$ cat config.mk
export PLATFORM = sky130hd
export DESIGN_NAME = sram_d_obi_arbiter
export DESIGN_NICKNAME = d
export VERILOG_FILES = /design/src/rtl/sram_d_obi_arbiter.sv
export SDC_FILE = /design/constraint.sdc
export NUM_CORES = 1
export LEC_CHECK = 0
export ABC_AREA = 1
export BUFFER_PORTS_ARGS = -buffer_cell sky130_fd_sc_hd__buf_2
export CAP_MARGIN = 20
export CORE_AREA = 2 2 110 112
export DETAILED_ROUTE_END_ITERATION = 7
export DIE_AREA = 0 0 112 114
export GPL_TIMING_DRIVEN = 1
export PLACE_DENSITY = 0.48
export SLEW_MARGIN = 20
export SYNTH_ARGS = -nofsm -noshare
export SYNTH_HDL_FRONTEND = slang
export SYNTH_SLANG_ARGS = --single-unit
$ cat constraint.sdc
create_clock -name clk_i -period 1.75 [get_ports clk_i]
set_input_delay 0.0875 -clock clk_i [delete_from_list [all_inputs] [get_ports clk_i]]
set_output_delay 0.0875 -clock clk_i [all_outputs]
set_load 0.03 [all_outputs]
$ cat src/rtl/sram_d_obi_arbiter.sv
// Two-master OBI arbiter for the data-side SRAM port. It keeps an in-order owner FIFO so each response returns to its issuer.
// Optional: define SRAM_ARB_FIXED_PRIO_EN to make master 0 always win contention. The default build uses round-robin.
module sram_d_obi_arbiter #(
    parameter int MAX_OUTSTANDING = 2,
    parameter int CNT_W           = $clog2(MAX_OUTSTANDING + 1)
) (
    input  logic        clk_i,
    input  logic        rst_ni,
    input  logic [1:0]  m_req_i,
    output logic [1:0]  m_gnt_o,
    input  logic [63:0] m_addr_i,
    input  logic [1:0]  m_we_i,
    input  logic [7:0]  m_be_i,
    input  logic [63:0] m_wdata_i,
    output logic [1:0]  m_rvalid_o,
    output logic [31:0] m_rdata_o,
    output logic [1:0]  m_err_o,
    output logic        slv_req_o,
    input  logic        slv_gnt_i,
    output logic [31:0] slv_addr_o,
    output logic        slv_we_o,
    output logic [3:0]  slv_be_o,
    output logic [31:0] slv_wdata_o,
    input  logic        slv_rvalid_i,
    input  logic [31:0] slv_rdata_i,
    input  logic        slv_illegal_i,
    output logic        protocol_err_o
);

    localparam int PTR_W = (MAX_OUTSTANDING > 1) ? $clog2(MAX_OUTSTANDING) : 1;
    localparam logic [CNT_W-1:0] FULL_CNT = CNT_W'(MAX_OUTSTANDING);
    localparam logic [PTR_W-1:0] LAST_PTR = PTR_W'(MAX_OUTSTANDING - 1);

    logic                       sel;
    logic                       any_req;
    logic                       full;
    logic                       empty;
    logic                       push;
    logic                       pop;
    logic                       head_owner;
    logic                       head_err;
    logic [CNT_W-1:0]           count;
    logic [PTR_W-1:0]           wr_ptr;
    logic [PTR_W-1:0]           rd_ptr;
    logic [MAX_OUTSTANDING-1:0] owner_q;
    logic [MAX_OUTSTANDING-1:0] err_q;

    assign any_req = |m_req_i;
    assign full    = (count == FULL_CNT);
    assign empty   = (count == '0);

`ifdef SRAM_ARB_FIXED_PRIO_EN
    assign sel = ~m_req_i[0];
`else
    logic rr_ptr;
    logic both_req;

    assign both_req = &m_req_i;
    assign sel      = both_req ? rr_ptr : m_req_i[1];

    // Hand priority to the other master only after a contended handshake.
    always_ff @(posedge clk_i) begin
        if (!rst_ni) begin
            rr_ptr <= 1'b0;
        end else if (push && both_req) begin
            rr_ptr <= ~sel;
        end
    end
`endif

    // A full FIFO blocks forwarding even when a pop happens in the same cycle.
    assign slv_req_o   = any_req & ~full;
    assign slv_addr_o  = sel ? m_addr_i[63:32]  : m_addr_i[31:0];
    assign slv_we_o    = sel ? m_we_i[1]        : m_we_i[0];
    assign slv_be_o    = sel ? m_be_i[7:4]      : m_be_i[3:0];
    assign slv_wdata_o = sel ? m_wdata_i[63:32] : m_wdata_i[31:0];

    assign push    = slv_req_o & slv_gnt_i;
    assign m_gnt_o = {push & sel, push & ~sel};

    assign pop        = slv_rvalid_i & ~empty;
    assign head_owner = owner_q[rd_ptr];
    assign head_err   = err_q[rd_ptr];
    assign m_rvalid_o = {pop & head_owner, pop & ~head_owner};
    assign m_err_o    = {pop & head_owner & head_err, pop & ~head_owner & head_err};
    assign m_rdata_o  = slv_rdata_i;

    always_ff @(posedge clk_i) begin
        if (!rst_ni) begin
            count          <= '0;
            wr_ptr         <= '0;
            rd_ptr         <= '0;
            protocol_err_o <= 1'b0;
        end else begin
            if (push) begin
                owner_q[wr_ptr] <= sel;
                err_q[wr_ptr]   <= slv_illegal_i;
                wr_ptr          <= (wr_ptr == LAST_PTR) ? '0 : wr_ptr + 1'b1;
            end
            if (pop) begin
                rd_ptr <= (rd_ptr == LAST_PTR) ? '0 : rd_ptr + 1'b1;
            end
            if (push && !pop) begin
                count <= count + 1'b1;
            end else if (!push && pop) begin
                count <= count - 1'b1;
            end
            // A response with nothing outstanding is dropped and flagged until reset.
            if (slv_rvalid_i && empty) begin
                protocol_err_o <= 1'b1;
            end
        end
    end

endmodule

==> PnR_summary.wiki <==
{| class="wikitable"
! Metric !! Value
|-
| Status || finished, final reports clean
|-
| Antenna violations before repair || 0
|-
| DRC violations left || 0
|-
| Placed cell count || approximately 640
|-
| Chip Width || 112 µm
|-
| Height of the chip || about 110 µm
|-
| Layout Cells excl Fill || 647
|-
| Syn-to-layout area delta || 70.6%
|-
| Max-capacitance violation count || 0
|-
| Crit path launch type || flip-flop
|-
| Fraction of synthesized cell area taken by the top area cell type || 0.511
|-
| Cell type group with the largest total delay on the critical path || buffers and inverters
|-
| Starting Density || 0.135
|-
| RSZ-0062 raised after global routing || false
|-
| XOR/XNOR Fraction of Synth Area || 0
|-
| Cells along the critical path || o21ai_4 -> buf_4 -> nand2_1 -> nand2_1 -> buf_2
|-
| Internal power summed over all cells || 0.995 mW
|-
| Setup WS pre-CTS || 0.240 ns
|-
| End-of-flow core utilization || 0.231
|-
| Worst clock skew on the final layout || 0.00250 ns
|-
| Detailed Route WL || 6550 µm
|-
| Via count || around 2,400
|-
| Clock period minus final worst setup slack || 1.57 ns
|-
| Critical path class || reg2out
|-
| Final Cycle Share || 0.899
|-
| Total of hold buffers inserted after clock tree synthesis || 0
|-
| CTS Buf Count || 3
|-
| Worst slew pin tran || 0.306 ns
|-
| Main combinational cell family by area after synthesis || simple AND/OR/NAND/NOR gates
|-
| # nets final || 679
|-
| Number of I/O pins || about 290
|-
| Die outline area || between 10,000 and 15,000 µm²
|-
| Maximum number of buffers from clock root to sink || 2
|-
| Worst path arrival time || 1.49 ns
|-
| Maximum number of pins on one net before global-route repair || 42
|-
| Synthesized-area fraction occupied by and/or/nand/nor cells || 0.565
|-
| Number of buffers inserted to repair setup after CTS || 0
|-
| Total core area || 11,700 µm²
|-
| Diode insertion count for antenna repair || 0
|-
| Number of distinct library cells after synthesis || 21
|-
| DR WL/cell || 10.1 µm
|-
| Number of warnings reported in the yosys synthesis log || 0
|-
| Weighted congestion at the end of routability-driven global placement || 0.722
|-
| Final hold viol count || 0
|-
| Net switching power of the design || 0.902 mW
|-
| CP Capture Type || primary output
|-
| Peak supply drop || 342 µV
|-
| Number of fill cells in the layout || roughly 1,400
|-
| Area of combinational cells with multiple inputs || 986 µm²
|-
| Number of buffers and inverters on the critical path || 2
|-
| Power Total || approximately 1.9 mW
|-
| Combinational group share of total power || 0.619
|-
| Number of nets with antenna violations after detailed routing || 0
|-
| Top fanout value on the critical path || 30
|-
| Sum of negative setup slack || 0 ns
|-
| Post-Synthesis Cell Area || 1590 µm²
|-
| Top post-synthesis cells by area || sky130_fd_sc_hd__nand2_1 (51%), sky130_fd_sc_hd__buf_4 (15%), sky130_fd_sc_hd__dfxtp_1 (7.6%)
|-
| Clock share of power || 0.211
|-
| Number of global-route vias before repair || just over 2,000
|-
| Syn Nets || 493
|-
| Overflow after GRT || 0
|-
| Post-synthesis instance total || 315
|-
| Depth of the CTS H-tree || 1
|-
| Number of gates resized after CTS || 0
|-
| TritonRoute pass-1 iters || 4
|-
| Part of the power in registers || 0.170
|-
| Share of synthesized area spent on multiplexers || 0.00631
|-
| Total GRT Usage || 0.0933
|-
| Timing-limited maximum frequency || 636 MHz
|-
| Root buffer selected by CTS || sky130_fd_sc_hd__clkbuf_16
|-
| Slowest stage cell on the critical path || sky130_fd_sc_hd__dfxtp_1
|-
| Tightest slew margin relative to the limit || 0.796
|-
| Sequential cell area || around 240 µm²
|-
| Top cell type by total area after synthesis || sky130_fd_sc_hd__nand2_1
|-
| Final worst slack || roughly 0.18 ns
|-
| Worst-skew pair later-pin latency || 0.24 ns
|-
| Clock tree sinks || 10
|-
| Detailed Route Iter0 Violations || 52
|-
| First-pass GRT wire length || 9850 µm
|-
| Share of synthesized cell area in full adder, half adder and majority cells || 0.00789
|-
| Total power density per cell area || approximately 700 nW/µm²
|-
| Class of the worst hold path || in2reg
|-
| Avg Cell Area, Syn || 5.03 µm²
|-
| Clock input transition at the sequential cells of the worst setup and hold paths || 0.04 ns
|-
| Critical Path Most Common Cell || sky130_fd_sc_hd__nand2_1
|-
| TritonCTS clock tree || yes
|-
| Register bit total from synthesis || 10
|-
| Required time reported for the critical path endpoint || 1.66 ns
|-
| Fraction of layout cells with a size suffix above 1 || 0.468
|-
| Post-detailed-route via-to-cell ratio || 3.78
|-
| Net switching fraction of the power || 0.476
|-
| Final Max Slew Viols || 0
|-
| Compound-cell area share of the yosys netlist || 0.0426
|-
| Final HPWL from detailed placement || 5630 µm
|-
| Fraction of the yosys area taken by sequential cells || 0.152
|-
| Number of buffers inserted by port buffering || 221
|-
| Largest stage delay on the critical path || 0.33 ns
|-
| Static leakage || 1.79 nW
|-
| Std-Cell Rows || 40
|-
| Number of failing setup endpoints in the final timing report || 0
|}
==> state kept, by name, indices dropped and copies added, names as in the netlist <==
name,count
count,2
err_q,2
owner_q,2
protocol_err_o,1
rd_ptr,1
rr_ptr,1
wr_ptr,1
==> layer usage <==
metal,track usage,vias to the layer above,part of all wire
met1,0.118,1014,0.41
met4,0.0301,0,0.016
met3,0.0197,15,0.089
li1,-,1284,-
met5,0,-,0
met2,0.160,134,0.49
==> metrics by stage <==
stage          cell area, µm²  hold slack, ns
2_1_floorplan            1590           0.186
3_3_place_gp             2620           0.175
3_5_place_dp             2620           0.175
4_1_cts                  2700          0.0448
5_1_grt                  2710          0.0460
6_report                 2710          0.0485
==> power groups by stage <==
stage	clock, mW	sequential [mW]	combinational [mW]
2_1_floorplan	0	0.332	0.881
3_3_place_gp	0	0.324	1.18
3_5_place_dp	0	0.326	1.19
4_1_cts	0.408	0.323	1.19
5_1_grt	0.421	0.328	1.29
6_report	0.400	0.323	1.17
==> Yosys cell counts <==
cell	n
sky130_fd_sc_hd__a21oi_1	2
sky130_fd_sc_hd__o21ai_0	3
sky130_fd_sc_hd__o21bai_1	1
sky130_fd_sc_hd__nand2_1	216
sky130_fd_sc_hd__nand4_1	2
sky130_fd_sc_hd__o21ai_1	1
sky130_fd_sc_hd__edfxtp_1	4
sky130_fd_sc_hd__o21ai_4	1
sky130_fd_sc_hd__o21a_1	1
sky130_fd_sc_hd__buf_2	14
sky130_fd_sc_hd__dfxtp_1	6
sky130_fd_sc_hd__inv_1	12
sky130_fd_sc_hd__inv_2	1
sky130_fd_sc_hd__mux2i_1	1
sky130_fd_sc_hd__nor3_1	3
sky130_fd_sc_hd__a31oi_1	1
sky130_fd_sc_hd__or2_2	2
sky130_fd_sc_hd__nor2_1	8
sky130_fd_sc_hd__ha_1	1
sky130_fd_sc_hd__buf_4	32
sky130_fd_sc_hd__nand3_1	3
==> worst register-to-register path, cell delays in order (launching register included) <==
cell,delay [ns]
sky130_fd_sc_hd__dfxtp_1,0.32
sky130_fd_sc_hd__inv_1,0.10
sky130_fd_sc_hd__nand2_1,0.09
sky130_fd_sc_hd__nand3_1,0.14
sky130_fd_sc_hd__inv_1,0.06
sky130_fd_sc_hd__ha_1,0.19
sky130_fd_sc_hd__or2_2,0.31
sky130_fd_sc_hd__nand3_1,0.07
sky130_fd_sc_hd__nand2_1,0.05
sky130_fd_sc_hd__inv_1,0.05
sky130_fd_sc_hd__nor2_1,0.04
==> layout make-up <==
cell class,instances,area share
Timing Repair Buffer,227,0.432
Multi-Input combinational cell,246,0.364
Sequential cell,10,0.0888
Tap cell,147,0.0680
Clock buffer,3,0.0278
Inverter,13,0.0180
Clock inverter,1,0.00139
==> final timing paths <==
path | start | endpoint | slack [ns] | depth (start not counted)
min | slv_illegal_i | err_q[0]$_DFFE_PP_ | 0.05 | 1
max | rr_ptr$_SDFFE_PN0P_ | slv_wdata_o[10] | 0.18 | 5
max reg2reg | count[0]$_SDFFE_PN0P_ | count[1]$_SDFFE_PN0P_ | 0.24 | 10
min reg2reg | protocol_err_o$_SDFFE_PN0P_ | protocol_err_o$_SDFFE_PN0P_ | 0.47 | 2
==> cell families after synthesis <==
group,Yosys count
DFF,10
buffers and inverters,59
muxes,1
adders and majority gates,1
and+or+nand+nor,234
AOI/OAI and AO/OA,10
==> placed cells by master, fill, tap and decap left out, types with 2 or more instances in the layout <==
cell type                     n
sky130_fd_sc_hd__buf_2      221
sky130_fd_sc_hd__nand2_1    216
sky130_fd_sc_hd__inv_1       12
sky130_fd_sc_hd__nor2_1       8
sky130_fd_sc_hd__dfxtp_1      6
sky130_fd_sc_hd__edfxtp_1     4
sky130_fd_sc_hd__buf_4        4
sky130_fd_sc_hd__nand3_1      3
sky130_fd_sc_hd__nor3_1       3
sky130_fd_sc_hd__o21ai_0      3
sky130_fd_sc_hd__clkbuf_16    3
sky130_fd_sc_hd__or2_2        2
sky130_fd_sc_hd__nand4_1      2
sky130_fd_sc_hd__a21oi_1      2
(Power assumes the default switching activity.)
